**config.mk**
```make
export PLATFORM = sky130hd
export DESIGN_NAME = change_dispenser
export DESIGN_NICKNAME = d
export VERILOG_FILES = /design/src/rtl/change_dispenser.sv
export SDC_FILE = /design/constraint.sdc
export NUM_CORES = 1
export LEC_CHECK = 0
export BUFFER_PORTS_ARGS = -buffer_cell sky130_fd_sc_hd__buf_2
export CAP_MARGIN = 20
export CORE_UTILIZATION = 55
export CTS_CLUSTER_SIZE = 10
export DETAILED_ROUTE_END_ITERATION = 12
export MAX_ROUTING_LAYER = met4
export PLACE_DENSITY = 0.81
export SKIP_CTS_REPAIR_TIMING = 1
export SLEW_MARGIN = 10
export SYNTH_ARGS = -nofsm -noshare
export SYNTH_HDL_FRONTEND = slang
export SYNTH_SLANG_ARGS = --single-unit
export TNS_END_PERCENT = 20
```
**constraint.sdc**
```tcl
create_clock -name clock -period 4.7 [get_ports clock]
set_clock_uncertainty 0.2 [all_clocks]
set_input_delay 0.94 -clock clock [delete_from_list [all_inputs] [get_ports clock]]
set_output_delay 0.94 -clock clock [all_outputs]
set_load 0.01 [all_outputs]
```
**src/rtl/change_dispenser.sv**
```systemverilog
// change_dispenser
// Downstream stage of the payment state machine. Latches the amount to give
// back (a full refund for invalid or insufficient money, otherwise change) and
// pays it out coin by coin over a req/ack handshake with the coin hopper,
// always choosing the largest denomination (10, 5, 2, 1) that still fits.
//
// Optional feature: define CHANGE_DISPENSER_TIMEOUT_EN to add a hopper
// watchdog. When enabled, a request left unacknowledged for TIMEOUT_CYCLES
// cycles raises a sticky fault, ends the payout and blocks later payouts until
// reset. When the macro is undefined, fault is tied low and the dispenser waits
// for ack indefinitely.
//
// Ports:
//   clock        system clock, rising edge
//   reset        asynchronous, active-high
//   pay_state    payment FSM code (000 idle, 001 inserted, 010 invalid,
//                011 valid, 100 return)
//   inputMoney   inserted amount
//   valueToPay   price
//   hopper_ack   one-cycle pulse, coin released
//   hopper_req   coin request, held until acked
//   coin_sel     00=1, 01=2, 10=5, 11=10; stable while hopper_req is high
//   busy         amount latched or dispensing
//   done         one-cycle pulse at end of payout
//   refund       latched payout is a full refund
//   underpay     valid money but inputMoney < valueToPay
//   amount_left  remaining units to dispense
//   fault        sticky hopper timeout (0 when the watchdog is compiled out)
module change_dispenser #(
    parameter int TIMEOUT_CYCLES = 64,
    parameter int GAP_CYCLES     = 1
) (
    input  logic       clock,
    input  logic       reset,
    input  logic [2:0] pay_state,
    input  logic [4:0] inputMoney,
    input  logic [4:0] valueToPay,
    input  logic       hopper_ack,
    output logic       hopper_req,
    output logic [1:0] coin_sel,
    output logic       busy,
    output logic       done,
    output logic       refund,
    output logic       underpay,
    output logic [4:0] amount_left,
    output logic       fault
);

    localparam logic [2:0] PAY_IDLE    = 3'b000;
    localparam logic [2:0] PAY_INVALID = 3'b010;
    localparam logic [2:0] PAY_VALID   = 3'b011;
    localparam logic [2:0] PAY_RETURN  = 3'b100;

    localparam int GAP_W = (GAP_CYCLES > 1) ? $clog2(GAP_CYCLES + 1) : 1;

    typedef enum logic [2:0] {
        ST_IDLE     = 3'd0,
        ST_ARMED    = 3'd1,
        ST_DISPENSE = 3'd2,
        ST_GAP      = 3'd3,
        ST_DONE     = 3'd4
    } state_t;

    // Largest denomination not exceeding the amount, as a coin_sel code.
    function automatic logic [1:0] pick_coin(input logic [4:0] amt);
        logic [1:0] sel;
        if (amt >= 5'd10) begin
            sel = 2'b11;
        end else if (amt >= 5'd5) begin
            sel = 2'b10;
        end else if (amt >= 5'd2) begin
            sel = 2'b01;
        end else begin
            sel = 2'b00;
        end
        return sel;
    endfunction

    // Unit value of a coin_sel code.
    function automatic logic [4:0] coin_value(input logic [1:0] sel);
        logic [4:0] val;
        case (sel)
            2'b00:   val = 5'd1;
            2'b01:   val = 5'd2;
            2'b10:   val = 5'd5;
            2'b11:   val = 5'd10;
            default: val = 5'd1;
        endcase
        return val;
    endfunction

    state_t             state_r, state_next_s;
    logic [4:0]         amount_left_r, amount_next_s;
    logic               refund_r, refund_next_s;
    logic               underpay_r, underpay_next_s;
    logic [1:0]         coin_sel_r, coin_next_s;
    logic [GAP_W-1:0]   gap_cnt_r, gap_next_s;
    logic               hopper_req_r, busy_r, done_r;
    logic               fault_r;
    logic               timeout_s;

`ifdef CHANGE_DISPENSER_TIMEOUT_EN
    localparam int TO_W = $clog2(TIMEOUT_CYCLES + 1);
    logic [TO_W-1:0] to_cnt_r;

    // The request has been pending for its last allowed cycle without an ack.
    assign timeout_s = (state_r == ST_DISPENSE) && !hopper_ack &&
                       (to_cnt_r == TO_W'(TIMEOUT_CYCLES - 1));

    // Watchdog counter: zero outside DISPENSE, so it starts cleared on entry.
    always_ff @(posedge clock or posedge reset) begin
        if (reset) begin
            to_cnt_r <= '0;
        end else if (state_r != ST_DISPENSE) begin
            to_cnt_r <= '0;
        end else begin
            to_cnt_r <= to_cnt_r + TO_W'(1);
        end
    end

    // Sticky fault flag, cleared only by reset.
    always_ff @(posedge clock or posedge reset) begin
        if (reset) begin
            fault_r <= 1'b0;
        end else if (timeout_s) begin
            fault_r <= 1'b1;
        end else begin
            fault_r <= fault_r;
        end
    end
`else
    logic unused_timeout_s;
    assign unused_timeout_s = (TIMEOUT_CYCLES > 0);
    assign timeout_s        = 1'b0;
    assign fault_r          = 1'b0;
`endif

    // Next-state and datapath updates for the payout FSM.
    always_comb begin
        state_next_s    = state_r;
        amount_next_s   = amount_left_r;
        refund_next_s   = refund_r;
        underpay_next_s = underpay_r;
        coin_next_s     = coin_sel_r;
        gap_next_s      = gap_cnt_r;
        case (state_r)
            ST_IDLE: begin
                if (pay_state == PAY_INVALID) begin
                    amount_next_s   = inputMoney;
                    refund_next_s   = 1'b1;
                    underpay_next_s = 1'b0;
                    state_next_s    = ST_ARMED;
                end else if (pay_state == PAY_VALID) begin
                    if (inputMoney >= valueToPay) begin
                        amount_next_s   = inputMoney - valueToPay;
                        refund_next_s   = 1'b0;
                        underpay_next_s = 1'b0;
                    end else begin
                        amount_next_s   = inputMoney;
                        refund_next_s   = 1'b1;
                        underpay_next_s = 1'b1;
                    end
                    state_next_s = ST_ARMED;
                end else begin
                    state_next_s = ST_IDLE;
                end
            end
            ST_ARMED: begin
                if (pay_state == PAY_RETURN) begin
                    // A latched fault blocks any further hopper activity.
                    if ((amount_left_r == 5'd0) || fault_r) begin
                        state_next_s = ST_DONE;
                    end else begin
                        coin_next_s  = pick_coin(amount_left_r);
                        state_next_s = ST_DISPENSE;
                    end
                end else if (pay_state == PAY_IDLE) begin
                    amount_next_s   = 5'd0;
                    refund_next_s   = 1'b0;
                    underpay_next_s = 1'b0;
                    state_next_s    = ST_IDLE;
                end else begin
                    state_next_s = ST_ARMED;
                end
            end
            ST_DISPENSE: begin
                if (hopper_ack) begin
                    amount_next_s = amount_left_r - coin_value(coin_sel_r);
                    gap_next_s    = '0;
                    state_next_s  = ST_GAP;
                end else if (timeout_s) begin
                    state_next_s = ST_DONE;
                end else begin
                    state_next_s = ST_DISPENSE;
                end
            end
            ST_GAP: begin
                if (gap_cnt_r == GAP_W'(GAP_CYCLES - 1)) begin
                    if (amount_left_r == 5'd0) begin
                        state_next_s = ST_DONE;
                    end else begin
                        coin_next_s  = pick_coin(amount_left_r);
                        state_next_s = ST_DISPENSE;
                    end
                end else begin
                    gap_next_s = gap_cnt_r + GAP_W'(1);
                end
            end
            ST_DONE: begin
                state_next_s = ST_IDLE;
            end
            default: begin
                state_next_s = ST_IDLE;
            end
        endcase
    end

    // State, datapath and output registers; outputs follow the next state so
    // hopper_req and busy line up with the FSM state they describe.
    always_ff @(posedge clock or posedge reset) begin
        if (reset) begin
            state_r       <= ST_IDLE;
            amount_left_r <= 5'd0;
            refund_r      <= 1'b0;
            underpay_r    <= 1'b0;
            coin_sel_r    <= 2'b00;
            gap_cnt_r     <= '0;
            hopper_req_r  <= 1'b0;
            busy_r        <= 1'b0;
            done_r        <= 1'b0;
        end else begin
            state_r       <= state_next_s;
            amount_left_r <= amount_next_s;
            refund_r      <= refund_next_s;
            underpay_r    <= underpay_next_s;
            coin_sel_r    <= coin_next_s;
            gap_cnt_r     <= gap_next_s;
            hopper_req_r  <= (state_next_s == ST_DISPENSE);
            busy_r        <= (state_next_s != ST_IDLE);
            done_r        <= (state_r == ST_DONE);
        end
    end

    assign hopper_req  = hopper_req_r;
    assign coin_sel    = coin_sel_r;
    assign busy        = busy_r;
    assign done        = done_r;
    assign refund      = refund_r;
    assign underpay    = underpay_r;
    assign amount_left = amount_left_r;
    assign fault       = fault_r;

endmodule

```
---- After elaboration in Yosys (flattened, before gate mapping) ----
Cells that the tools add are included.
Widths: inputs -> output; s select.
storage, ports and cells
  flip-flop bits (word level) ............. 16
  input port bits ......................... 16
  output and inout port bits .............. 13
  logic and storage cells ................. 82
cells by class
  $add $sub $neg .......................... 3
  order comparisons ....................... 4
  equal/unequal tests ..................... 17
  multiplexer cells ....................... 36
  reduce and logical (&&, ||, !) cells .... 13
operator list
  kind                number
  $mux 5              8
  $pmux 5 s4          1
  $eq 3x2->1 const B  5
  $pmux 5 s3          1
  $mux 1              13
  $pmux 3 s4          1
  $mux 2              5
  $ne 2x2->1 const B  5
  $sub 5x5->5         2
  $mux 3              3
  $eq 3x3->1 const B  2
  $logic_not 3->1     2
  $pmux 1 s2          3
  $reduce_bool 2->1   3
  $reduce_bool 3->1   2
  $ge 5x2->1 const B  1
  $ge 5x3->1 const B  1
  $ge 5x4->1 const B  1
  $ge 5x5->1          1
  $logic_not 5->1     1
  $reduce_and 5->1    1
  $eq 2x2->1 const B  2
  $pmux 2 s2          1
  $reduce_and 4->1    1
  other kinds (7)     7

---- Logic depth before layout (Yosys ltp) ----
Gate-level depths: netlist of run 1.
  word-level depth ........................ 7
  gate-level depth with buffers ........... 9
  mapped depth without buffers ............ 9

---- Worst setup path after synthesis of run 1 ----
OpenSTA, ideal clock, no wires.
  path kind ............................... input -> register
  start point ............................. input port inputMoney[0]
  end point ............................... register amount_left_r[4] (netlist: amount_left[4])
  setup time .............................. 0.129 ns
  data arrival time ....................... 2.418 ns
  required time ........................... 4.371 ns
  slack ................................... 1.953 ns
  cell stages on the path ................. 8
  path buffers ............................ 0
  cells stage by stage .................... inv_1 -> ha_1 -> fa_1 -> nand2b_1 -> a21oi_1 -> xnor2_1 -> nor3_2 -> o41a_1
between the ends
  longest elaborated chain between the ends .. 5
  elaborated cells on any way between the ends .. 6
  classes of those cells .................. add/sub: 1; order compare: 1; mux: 4
RTL lines
  item                                              RTL line  RTL
  start, declared                                   36        input logic [4:0] inputMoney,
  $sub 5x5->5 / $ge 5x5->1 (equally long branches)  155, 154
  $mux 5 *                                          154       if (inputMoney >= valueToPay) begin
  $mux 5 *                                          153       end else if (pay_state == PAY_VALID) begin
  $mux 5 *                                          148       if (pay_state == PAY_INVALID) begin
  $pmux 5 s3 *                                      146       case (state_r)
  end signal, assigned                              233       amount_left_r <= amount_next_s;
  end, declared                                     93        logic [4:0] amount_left_r, amount_next_s;
Mark *: on every way between the ends. The rest lies on a longest branch, timed or not. The select of a mux whose other input is x is not followed.
A chain may end at the register's enable or synchronous reset.

---- Final worst setup path of run 1 ----
Ends and elaborated chain as after synthesis.

==> flow_summary.toml, run 1 <==
[worst_hold_path]
hold_class = "register to register"
min_path_cells = 2
whs_endpoint = "refund"
hold_start = "refund"

[floorplan]
dieArea_um2 = 2430
die_w_um = 49.3
start_util_pct = 60.4
fp.coreArea_um2 = 2040
boundaryPins = 29
core.rowCount = 16
dieHeight_um = 49.3

[sta]
slew_violations = 0
relSlewSlack_pct = 59.9
hold_viol = 0
worstMarginPinSlew_ns = 0.601
setup_tns_ns = 0
fin_hold_ws_ns = 0.301
fin_crit_sh_pct = 55.9
setup_ws_ns = 2.07
period_needed_ns = 2.63
rsz0062_at_grt = "no"
finalSetupViolations = 0
max_freq_mhz = 380

[placed_design]
dpl-instance-area_um2 = 1370
place_inst = 198
place_congestion = 0.911
port_buffers = 27
post-place-ws_ns = 1.78
hpwl_um = 1980

[routing]
ant_nets = 0
routed_wl_um = 2490
drt-initial-drc-count = 23
drc = 0
post_drt_wl_per_cell_um = 12.3
routed_via_density = 5.50
dr.pass1.iters = 4
route.vias.total = 1111

[clocking]
cts_tree = "yes"
htree_levels = 1
numCtsBuffers = 3
worst_skew_pair.late_latency_ns = 0.29
clk_pin_slew_ns = 0.10
clkSinkCount = 15
clockRootBuffer = "clkbuf_4"
clock_path_buffers = 2

[yosys]
yosys.area.top_type_share_pct = 30.5
synthArstFlopShare_pct = 100
ys_types = 43
yosys_warnings = 0
netlist_instances = 150
synth_edf_count = 0
avgSynthCellArea_um2 = 8.22
synth_most_common_cell = "nor2_1"
yosys.area.top_type = "dfrtp_1"
synth.cell_area_um2 = 1230
synth_area_leaders = "dfrtp_1, ha_1, nor2_1"
ys.flop_type = "dfrtp_1"
synth_seq_cells = 15
ys_seq_area_share_pct = 30.5
synth_commonest_cells = "nor2_1, dfrtp_1, nand2_1"
syn-num-nets = 177

[global_route]
grt_pass1_wl_um = 4330
grt_max_degree = 16
track_usage_pct = 23.8
grt_pass1_vias = 1026
antenna_found_initial = 0
grt.overflow.total = 0

[setup_path]
reg2reg_slack_ns = 2.37
crit_chain = "buf_2 > inv_1 > ha_1 > fa_1 > nand2b_1 > a21oi_1 > xnor2_1 > nor3_2 > o41a_1"
path_class = "input port to register"
required_ns = 4.67
worstSetupEndpointType = "register"
crit_path_top_delay_cell = "o41a_1"
r2r_end = "amount_left[4]"
slowest_delay_ns = 0.40
startpoint_type = "input port"
ff2ff_path_depth = 9
rr_startpoint = "coin_sel[0]"
path_max_fanout = 3
worst-endpoint-arrival_ns = 2.60

[power_and_ir_drop]
ir_drop_mv = 0.265
finalPower_uw = 829
swShare_pct = 46.2
switching_power_uw = 383
leakage_nw = 0.701
clock_power_share_pct = 9.0
p_comb_share_pct = 59.9
powerDensity_nw_per_um2 = 592
pwr-share-seq_pct = 31.1
p_int_uw = 446

[final_layout]
regArea_um2 = 375
diodes = 0
syn_to_final_growth_pct = 13.6
final_cell_area_um2 = 1400
final_util_pct = 68.6
num-nets-final = 203
num-fill-cells = 201
multi_input_area_um2 = 783
drive_gt1_share_pct = 21.1
stdcell_count = 202

[flow_run]
drv_cap = 0

[run_status]
status = "completed"
[state kept, by name, indices dropped and copies added (netlist names)]
name	cells
amount_left	5
state_r	3
coin_sel	2
busy	1
done	1
hopper_req	1
refund	1
underpay	1
[cell type report]
cell class              instances  share of cell area [%]
clock buffers                   3                    1.61
clock inverters                 1                   0.357
inverters                      12                    3.22
multi-input cells             117                    55.9
flip-flops and latches         15                    26.8
well taps                      27                    2.41
repair buffers                 27                    9.65
[per-layer routing]
| layer | routed length (µm) | global-route usage [%] |
|---|---|---|
| met1 | 1120 | 28.4 |
| met2 | 1250 | 41.3 |
| met3 | 72 | 1.87 |
| met4 | 38 | 8.82 |
| met5 | 0 | - |
[kinds of logic (layout without fill, tap and decap cells)]
logic type / count (synthesis) / after routing / share of synthesized area [%]
flops: 15 / 15 / 30.5
fa+ha+maj: 11 / 11 / 12.4
simple gates: 64 / 64 / 27.2
xor+xnor: 5 / 5 / 3.55
mux: 2 / 2 / 1.62
compound gates: 34 / 34 / 18.5
buf+inv: 18 / 43 / 5.99
other cells: 1 / 1 / 0.304
[layout by cell type, fill, tap and decap left out, drive strengths merged, types with 2 or more instances in the layout]
cell    instances
or3b            3
inv            12
o21ai           5
nor2b           3
a31oi           3
a21o            3
and2            2
buf            27
nand2          13
mux2i           2
and3            2
nor2           19
a21oi          13
clkbuf          3
ha              9
dfrtp          15
or3             2
xnor2           4
fa              2
nand2b          3
nand3           6
nor3            4
or2             2
o21a            3
nor3b           3
[worst max-delay path, delay by kind of cell]
kind	cells	cell delay, ns
AOI/OAI and AO/OA	2	0.56
and+or+nand+nor	2	0.22
buffers and inverters	2	0.12
xor gates and xnor gates	1	0.16
adders and majority gates	2	0.60
[power groups by stage]
stage	clock network, mW	logic (mW)	registers [mW]
after floorplan	0	0.381	0.254
after global placement	0	0.479	0.257
after CTS	0.0759	0.497	0.257
after detailed placement	0	0.493	0.259
final	0.0745	0.497	0.258
after global routing	0.0822	0.561	0.268
[how the worst max path moves through the flow]
stage | startpoint | endpoint | cells after the start
2_1_floorplan | inputMoney[0] | amount_left[4] | 8
5_1_grt | inputMoney[0] | amount_left[4] | 9
6_report | inputMoney[0] | amount_left[4] | 9
3_5_place_dp | inputMoney[0] | amount_left[4] | 9
3_3_place_gp | inputMoney[0] | amount_left[4] | 9
4_1_cts | inputMoney[0] | amount_left[4] | 9
Power figures use the tool's default switching activity.
==> inputs of run 2 (changes only) <==
Settings changed: CORE_UTILIZATION 55 to 53, PLACE_DENSITY 0.81 to 0.79.
Clock period 4.7 ns to 2.6 ns, I/O delays scaled along.
==> run 2 against run 1 <==
  * Non-clock buffer count is the same
  * Register-to-register slack lost 2.1 ns
  * Clock-buffer cell count is the same
  * Critical path depth is the same
  * Sequential share of layout area shrank 0.072 points
  * Global-route usage shrank 0.43 points
  * Sequential power grew 82%
  * Flip-flop and latch count is the same
  * Routed wire length grew 3.0%
  * First-iteration DRC count grew 17%
  * Final cell count grew 0.50%
  * Cell area grew 0.27%
  * Critical path type is now register to register
==> flow_summary.toml, run 2 (synthesis results as in run 1) <==
[routing]
routed_wl_um = 2560
route.vias.total = 1113
drt-initial-drc-count = 27
post_drt_wl_per_cell_um = 12.6
dr.pass1.iters = 4
ant_nets = 0
drc = 0
routed_via_density = 5.48

[floorplan]
die_w_um = 50.2
dieHeight_um = 50.2
boundaryPins = 29
core.rowCount = 17
start_util_pct = 55.7
fp.coreArea_um2 = 2210
dieArea_um2 = 2520

[power_and_ir_drop]
p_int_uw = 810
clock_power_share_pct = 9.7
ir_drop_mv = 0.598
powerDensity_nw_per_um2 = 1080
switching_power_uw = 705
pwr-share-seq_pct = 31.0
finalPower_mw = 1.52
p_comb_share_pct = 59.3
leakage_nw = 0.697
swShare_pct = 46.5

[clocking]
worst_skew_pair.late_latency_ns = 0.30
numCtsBuffers = 3
clkSinkCount = 15
clockRootBuffer = "clkbuf_4"
cts_tree = "yes"
clk_pin_slew_ns = 0.11
clock_path_buffers = 2
htree_levels = 1

[sta]
worstMarginPinSlew_ns = 0.591
rsz0062_at_grt = "no"
finalSetupViolations = 0
period_needed_ns = 2.35
setup_tns_ns = 0
slew_violations = 0
fin_crit_sh_pct = 90.5
setup_ws_ns = 0.246
relSlewSlack_pct = 60.6
hold_viol = 0
max_freq_mhz = 425

[setup_path]
worst-endpoint-arrival_ns = 2.33
worstSetupEndpointType = "register"
rr_startpoint = "coin_sel[0]"
worstSetupStartpoint = "coin_sel[0]"
required_ns = 2.58
path_class = "register to register"
path_max_fanout = 4
r2r_end = "amount_left[4]"
reg2reg_slack_ns = 0.25
ff2ff_path_depth = 9
startpoint_type = "register"

[global_route]
track_usage_pct = 23.3
grt_pass1_vias = 1035
antenna_found_initial = 0
grt.overflow.total = 0
grt_pass1_wl_um = 4340
grt_max_degree = 16

[final_layout]
syn_to_final_growth_pct = 13.9
final_cell_area_um2 = 1400
largest_reg_flops = 5
num-nets-final = 203
drive_gt1_share_pct = 21.1
layout_commonest_cell = "buf_2"
diodes = 0
final_util_pct = 63.5
final_cell_mix = "buf_2, nor2_1, dfrtp_1, nand2_1"

[placed_design]
port_buffers = 27
hpwl_um = 2050
dpl-instance-area_um2 = 1370
post-place-ws_ns = 0.0436
place_congestion = 0.876

[worst_hold_path]
hold_class = "input port to asynchronous set/reset pin"

[flow_run]
drv_cap = 0

[run_status]
status = "completed"
## run 2: worst max path at each step
stage                          end  slack (ns)  depth (start not counted)
CTS                 amount_left[4]        0.24                          9
global placement    amount_left[4]        0.14                          9
global route        amount_left[4]        0.15                          9
finish              amount_left[4]        0.25                          9
detailed placement  amount_left[4]        0.04                          9
floorplan           amount_left[4]        0.27                          8
## run 2: power groups by stage
stage                     clock (mW)  sequential [mW]  combinational (mW)
after floorplan                    0            0.459               0.688
after global placement             0            0.465               0.875
after detailed placement           0            0.474               0.897
after CTS                      0.150            0.468               0.903
after global routing           0.156            0.492                1.01
final                          0.147            0.469               0.899
## run 2: stage by stage
step	instances	hold WS, ns
after global routing	203	0.114
after detailed placement	199	0.290
final	203	0.0623
after CTS	203	0.0821
after global placement	199	0.258
after floorplan	150	0.221
## run 2: layout make-up
cell class	count	area [µm²]
clock buffers	3	22.5
clock inverters	1	7.51
fillers	203	808
inverters	12	45.0
multi-input cells	117	783
flip-flops and latches	15	375
well taps	28	35.0
repair buffers	27	135
## run 2: layer usage
layer / share of wire, % / vias up / global-route usage (%)
li1: - / 564 / -
met1: 44 / 519 / 26.8
met2: 52 / 25 / 42.0
met3: 3.0 / 5 / 1.82
met4: 1.6 / 0 / 8.57
met5: 0 / - / -
## run 2: critical path, stage by stage, from the launching register on
cell     delay, ns
dfrtp_1       0.42
inv_1         0.12
ha_1          0.18
inv_1         0.06
fa_1          0.40
a21o_1        0.17
a21oi_1       0.16
xnor2_1       0.14
a21oi_1       0.09
o41a_1        0.31
